**src/rtl/packet_engine_scheduler_pkg.sv**
```systemverilog
// rtl/packet_engine_scheduler_pkg.sv - shared types and constants for the packet engine scheduler
package packet_engine_scheduler_pkg;

    localparam int DEFAULT_ADDR_W = 11;

    localparam int ENG_ARP   = 0;
    localparam int ENG_ICMP  = 1;
    localparam int ENG_IPBUS = 2;

    typedef enum logic [2:0] {
        ST_IDLE     = 3'd0,
        ST_OFFER    = 3'd1,
        ST_WAIT     = 3'd2,
        ST_RELEASE  = 3'd3,
        ST_NEXT     = 3'd4,
        ST_TX_START = 3'd5,
        ST_FREE     = 3'd6
    } sched_state_t;

endpackage

```
**src/rtl/packet_engine_scheduler_engine_port_mux.sv**
```systemverilog
// rtl/packet_engine_scheduler_engine_port_mux.sv - one-hot grant mux of engine buffer ports
module engine_port_mux
    import packet_engine_scheduler_pkg::*;
#(
    parameter int N_ENG  = 3,
    parameter int ADDR_W = DEFAULT_ADDR_W
) (
    input  logic [N_ENG-1:0]        grant,
    input  logic [N_ENG*ADDR_W-1:0] eng_read_addr,
    input  logic [N_ENG*8-1:0]      eng_out,
    input  logic [N_ENG*ADDR_W-1:0] eng_out_addr,
    input  logic [N_ENG-1:0]        eng_out_we,
    output logic [ADDR_W-1:0]       rx_read_addr,
    output logic [7:0]              tx_data,
    output logic [ADDR_W-1:0]       tx_addr,
    output logic                    tx_we
);

    // AND-OR mux: grant is one-hot, so an empty grant yields all zeros
    always_comb begin
        rx_read_addr = '0;
        tx_data      = '0;
        tx_addr      = '0;
        tx_we        = 1'b0;
        for (int i = 0; i < N_ENG; i++) begin
            rx_read_addr = rx_read_addr | (eng_read_addr[i*ADDR_W +: ADDR_W] & {ADDR_W{grant[i]}});
            tx_data      = tx_data      | (eng_out[i*8 +: 8] & {8{grant[i]}});
            tx_addr      = tx_addr      | (eng_out_addr[i*ADDR_W +: ADDR_W] & {ADDR_W{grant[i]}});
            tx_we        = tx_we        | (eng_out_we[i] & grant[i]);
        end
    end

endmodule

```
**src/rtl/packet_engine_scheduler.sv**
```systemverilog
// rtl/packet_engine_scheduler.sv - offers each rx packet to the protocol engines in priority order
module packet_engine_scheduler
    import packet_engine_scheduler_pkg::*;
#(
    parameter int N_ENG   = 3,
    parameter int ADDR_W  = DEFAULT_ADDR_W,
    parameter int TIMEOUT = 4095
) (
    input  logic                    mac_clk,
    input  logic                    reset,
    input  logic                    rx_ready,
    output logic                    rx_done,
    output logic [ADDR_W-1:0]       rx_read_addr,
    output logic [N_ENG-1:0]        eng_ready,
    input  logic [N_ENG-1:0]        eng_done,
    input  logic [N_ENG-1:0]        eng_xmit,
    input  logic [N_ENG*ADDR_W-1:0] eng_read_addr,
    input  logic [N_ENG*8-1:0]      eng_out,
    input  logic [N_ENG*ADDR_W-1:0] eng_out_addr,
    input  logic [N_ENG-1:0]        eng_out_we,
    output logic [7:0]              tx_data,
    output logic [ADDR_W-1:0]       tx_addr,
    output logic                    tx_we,
    output logic                    tx_start,
    input  logic                    tx_busy,
    output logic [15:0]             drop_count,
    output logic                    timeout_seen
);

    localparam int TMR_W = (TIMEOUT > 0) ? $clog2(TIMEOUT + 1) : 1;
    localparam int IDX_W = (N_ENG > 1) ? $clog2(N_ENG) : 1;
    localparam logic [TMR_W-1:0] TIMEOUT_V = TMR_W'(TIMEOUT);
    localparam logic [IDX_W-1:0] LAST_IDX  = IDX_W'(N_ENG - 1);

    sched_state_t     state;
    logic [IDX_W-1:0] idx;
    logic [TMR_W-1:0] timer;
    logic [N_ENG-1:0] grant;
    logic             xmit;

    engine_port_mux #(
        .N_ENG (N_ENG),
        .ADDR_W(ADDR_W)
    ) u_mux (
        .grant        (grant),
        .eng_read_addr(eng_read_addr),
        .eng_out      (eng_out),
        .eng_out_addr (eng_out_addr),
        .eng_out_we   (eng_out_we),
        .rx_read_addr (rx_read_addr),
        .tx_data      (tx_data),
        .tx_addr      (tx_addr),
        .tx_we        (tx_we)
    );

    always_ff @(posedge mac_clk or posedge reset) begin
        if (reset) begin
            state        <= ST_IDLE;
            idx          <= '0;
            timer        <= '0;
            grant        <= '0;
            xmit         <= 1'b0;
            eng_ready    <= '0;
            rx_done      <= 1'b0;
            tx_start     <= 1'b0;
            drop_count   <= '0;
            timeout_seen <= 1'b0;
        end else begin
            rx_done  <= 1'b0;
            tx_start <= 1'b0;
            case (state)
                ST_IDLE: begin
                    // the MAC owns the tx buffer while busy, so no engine may start a reply
                    if (rx_ready && !tx_busy) begin
                        idx   <= IDX_W'(ENG_ARP);
                        state <= ST_OFFER;
                    end
                end
                ST_OFFER: begin
                    grant     <= N_ENG'(1) << idx;
                    eng_ready <= N_ENG'(1) << idx;
                    timer     <= '0;
                    state     <= ST_WAIT;
                end
                ST_WAIT: begin
                    if (eng_done[idx]) begin
                        eng_ready <= '0;
                        xmit      <= eng_xmit[idx];
                        state     <= ST_RELEASE;
                    end else if (timer == TIMEOUT_V) begin
                        // a hung engine is treated as a decline and loses the grant at once
                        eng_ready    <= '0;
                        grant        <= '0;
                        xmit         <= 1'b0;
                        timeout_seen <= 1'b1;
                        state        <= ST_NEXT;
                    end else begin
                        timer <= timer + 1'b1;
                    end
                end
                ST_RELEASE: begin
                    if (!eng_done[idx]) begin
                        grant <= '0;
                        state <= xmit ? ST_TX_START : ST_NEXT;
                    end
                end
                ST_NEXT: begin
                    if (idx == LAST_IDX) begin
                        if (drop_count != 16'hFFFF) begin
                            drop_count <= drop_count + 1'b1;
                        end
                        state <= ST_FREE;
                    end else begin
                        idx   <= idx + 1'b1;
                        state <= ST_OFFER;
                    end
                end
                ST_TX_START: begin
                    tx_start <= 1'b1;
                    state    <= ST_FREE;
                end
                ST_FREE: begin
                    rx_done <= 1'b1;
                    state   <= ST_IDLE;
                end
                default: state <= ST_IDLE;
            endcase
        end
    end

endmodule

```
**config.mk**
```make
export PLATFORM = sky130hd
export DESIGN_NAME = packet_engine_scheduler
export DESIGN_NICKNAME = d
export VERILOG_FILES = /design/src/rtl/packet_engine_scheduler_pkg.sv /design/src/rtl/packet_engine_scheduler_engine_port_mux.sv /design/src/rtl/packet_engine_scheduler.sv
export SDC_FILE = /design/constraint.sdc
export NUM_CORES = 1
export LEC_CHECK = 0
export CAP_MARGIN = 20
export CORE_ASPECT_RATIO = 1.25
export CORE_MARGIN = 3
export CORE_UTILIZATION = 30
export CTS_CLUSTER_DIAMETER = 80
export DETAILED_ROUTE_END_ITERATION = 10
export GPL_TIMING_DRIVEN = 0
export PLACE_DENSITY = 0.75
export SKIP_LAST_GASP = 1
export SLEW_MARGIN = 10
export SYNTH_ARGS = -nofsm -noshare
export SYNTH_HDL_FRONTEND = slang
export SYNTH_SLANG_ARGS = --single-unit
```
**constraint.sdc**
```tcl
create_clock -name mac_clk -period 3.7 [get_ports mac_clk]
set_clock_uncertainty 0.2 [all_clocks]
set_input_delay 0.555 -clock mac_clk [delete_from_list [all_inputs] [get_ports mac_clk]]
set_output_delay 0.555 -clock mac_clk [all_outputs]
set_load 0.05 [all_outputs]
```
==> impl_metrics.toml <==
[status]
status = "complete, no violations"

[finish]
utilization_pct = 52.0
drive_above_1_share_pct = 6.84
diodes = 0
syn_to_final_growth_pct = 66.3
post-route-cell-area_um2 = 4600
nets = 575

[clock_tree]
cts_tree = "yes"
h-tree-depth = 2
cts_buffers = 5
path_clk_slew_ns = 0.09
cts-root-buf = "clkbuf_8"
clock_latency_ns = 0.30
ctsResizeCount = 0
clk_path_buf_depth = 2
cts.sinks = 43
ctsHoldBuffers = 0
cts_setup_buffers = 0

[grt]
grt.met3_usage_pct = 5.98
grt_busiest_layer = "met2"
grt_pass1_wl_mm = 16.5
grtUsageTotal_pct = 19.9
antenna_found_initial = 0
grt_max_degree = 31
grt_pass1_vias = 3170
grtUsageMet1_pct = 21.8
grt_overflow = 0
use_met2_pct = 35.1

[sta]
setup_viol = 0
tightest_slew_ns = 0.721
tns_ns = 0
slew_violations = 0
slew_headroom_pct = 51.8
hold_viol_final = 0
min_period_ns = 3.10
rsz0062_at_grt = "no"
fmax_mhz = 322
holdWs_ns = 0.278
post-route-period-util_pct = 83.8

[synthesis]
synth.mux.area_fraction_pct = 1.49
yosys.area_share.xor_xnor_pct = 4.43
synth-edff-count = 0
synth_adder_area_share_pct = 2.26
synth_cells = 304
syn_area_um2 = 2770
synth_area_leaders = "dfrtp_1 39%, a222oi_1 11%, inv_1 5.7%, xor2_1 4.1%, o21ai_0 3.1%"
yosys.area.top_type = "dfrtp_1"
synthArstFlopShare_pct = 100
ys_ff_latch = 43
synth_top_area_share_pct = 38.9
synth_simple_gate_area_share_pct = 17.9
synth_common_cells = "43 x dfrtp_1, 42 x inv_1, 31 x a222oi_1"
syn_nets = 412
syn_area_per_cell_um2 = 9.10
ys_warn_count = 0
synth_cell_type_count = 54
synth_flop_cell = "dfrtp_1"
synth_compound_area_share_pct = 26.0
synth_most_common_cell = "dfrtp_1"
synth_top_family_by_area = "compound AO/OA/AOI/OAI gates"
ys_seq_area_share_pct = 38.9

[critical_path]
critPathCapture = "tx_addr[8]"
timing.rr.start = "idx[0]"
crit_buf_inv = 3
startpoint = "grant[1]"
timing.rr.end = "drop_count[9]"
crit_arrival_ns = 2.35
worst_setup_path_end_kind = "primary output"
crit_type = "reg2out"
required_ns = 2.94
critical-path-top-delay-family = "buffers and inverters"
crit_slowest_cell = "clkdlybuf4s50_1"
path_cells = "clkbuf_1, a222oi_1, inv_1, clkdlybuf4s50_1"
reg2reg_depth = 8
rrSetupSlack_ns = 1.04
cp.depth = 4
crit_fanout = 10
cp-start-kind = "flip-flop"
cpPeakStageDelay_ns = 0.75

[floorplanning]
fp.dieH_um = 113
dieWidth_um = 91.9
die-area_um2 = 10400
io_pins = 156
row_count = 38
coreArea_um2 = 8840
start_util_pct = 31.3

[drt]
wl_mm = 10.5
viasPerCell = 5.34
ant_nets = 0
dr.pass1.iters = 5
drcViolationCount = 0
first_iter_violations = 290
wire_per_inst_um = 17.9
num_vias = 3141

[hold_path]
hp-class = "reg2reg"

[place]
numPortBuffers = 155
gp_congestion = 0.848
place_area_um2 = 4490
dp_hpwl_mm = 8.37

[power_and_ir_drop]
intPower_mw = 1.42
p_sw_mw = 1.45
p_clk_share_pct = 13.1
ir_drop_v = 0.000327
seqPwrFrac_pct = 22.3
p_total_mw = 2.87
power.density_nw_per_um2 = 625
leakage_nw = 2.03
switching_share_pct = 50.6
pwr-share-comb_pct = 64.6

[job]
drv_cap = 0
-- layout make-up --
class,instances,area (µm²)
clock buffer,5,68.8
sequential,43,1080
fill,825,4240
clock inverter,3,43.8
multi-input combinational,200,1440
timing repair buffer,156,1570
tap,120,150
buffer,18,88.8
inverter,43,161
-- cell usage in the layout, fill, tap and decap left out, types with 4 or more instances in the layout --
cell             netlist  routed
clkbuf_1              11      11
ha_1                   5       5
nor4_1                 6       6
xor2_1                13      13
o211ai_1               5       5
nand4_1               11      11
clkbuf_8               0       5
buf_2                  4       4
inv_1                 42      41
nor3_1                 8       8
a222oi_1              31      31
a31oi_1                4       4
clkdlybuf4s50_1        0     155
a21oi_1                6       6
nor2_1                12      12
nand2_1               20      20
dfrtp_1               43      43
o21ai_0               17      17
nand3_1                8       8
a2bb2oi_1              4       4
-- power groups by stage --
stage / combinational, mW / sequential, mW / clock [mW]
2_1_floorplan: 1.15 / 0.700 / 0
3_3_place_gp: 1.83 / 0.647 / 0
3_5_place_dp: 1.85 / 0.650 / 0
4_1_cts: 1.86 / 0.641 / 0.381
5_1_grt: 1.97 / 0.657 / 0.405
6_report: 1.86 / 0.641 / 0.376
-- worst register-to-register path, cell delays in order (launching register included) --
cell,delay [ns]
dfrtp_1,0.39
clkbuf_1,0.21
inv_1,0.15
ha_1,0.16
clkbuf_1,0.30
and4bb_2,0.38
nand4_1,0.25
nor4_1,0.38
xor2_1,0.17
-- registers in the layout, summed over array words and instances, names as in the netlist --
| register | flops |
|---|---|
| xmit | 1 |
| eng_ready | 3 |
| grant | 3 |
| drop_count | 16 |
| rx_done | 1 |
| timeout_seen | 1 |
| idx | 2 |
| timer | 12 |
| tx_start | 1 |
| state | 3 |
-- metrics by stage --
stage	std cells	setup slack [ns]
after floorplan	304	1.43
after global placement	579	0.741
after detailed placement	580	0.688
after CTS	588	0.619
after global routing	588	0.494
final	588	0.598
-- routing by layer --
metal / part of all wire [%] / wire length [µm]
met5: 0 / 0
met4: 3.5 / 374
met3: 9.3 / 978
met2: 50 / 5260
met1: 37 / 3920
-- cell families (layout without fill, tap and decap cells) --
family / Yosys count / after routing
compound gates: 89 / 89
xor+xnor: 14 / 14
fa+ha+maj: 5 / 5
buf+inv: 61 / 225
flops: 43 / 43
mux: 4 / 4
simple gates: 88 / 88
-- worst min path at each step --
| stage | depth (start not counted) | endpoint | slack (ns) | from |
|---|---|---|---|---|
| 4_1_cts | 1 | timeout_seen | 0.28 | timeout_seen |
| 3_3_place_gp | 1 | timeout_seen | 0.26 | timeout_seen |
| 5_1_grt | 1 | timeout_seen | 0.30 | timeout_seen |
| 2_1_floorplan | 2 | xmit | 0.28 | xmit |
| 6_report | 1 | timeout_seen | 0.28 | timeout_seen |
| 3_5_place_dp | 1 | timeout_seen | 0.26 | timeout_seen |
Power figures use the tool's default switching activity.
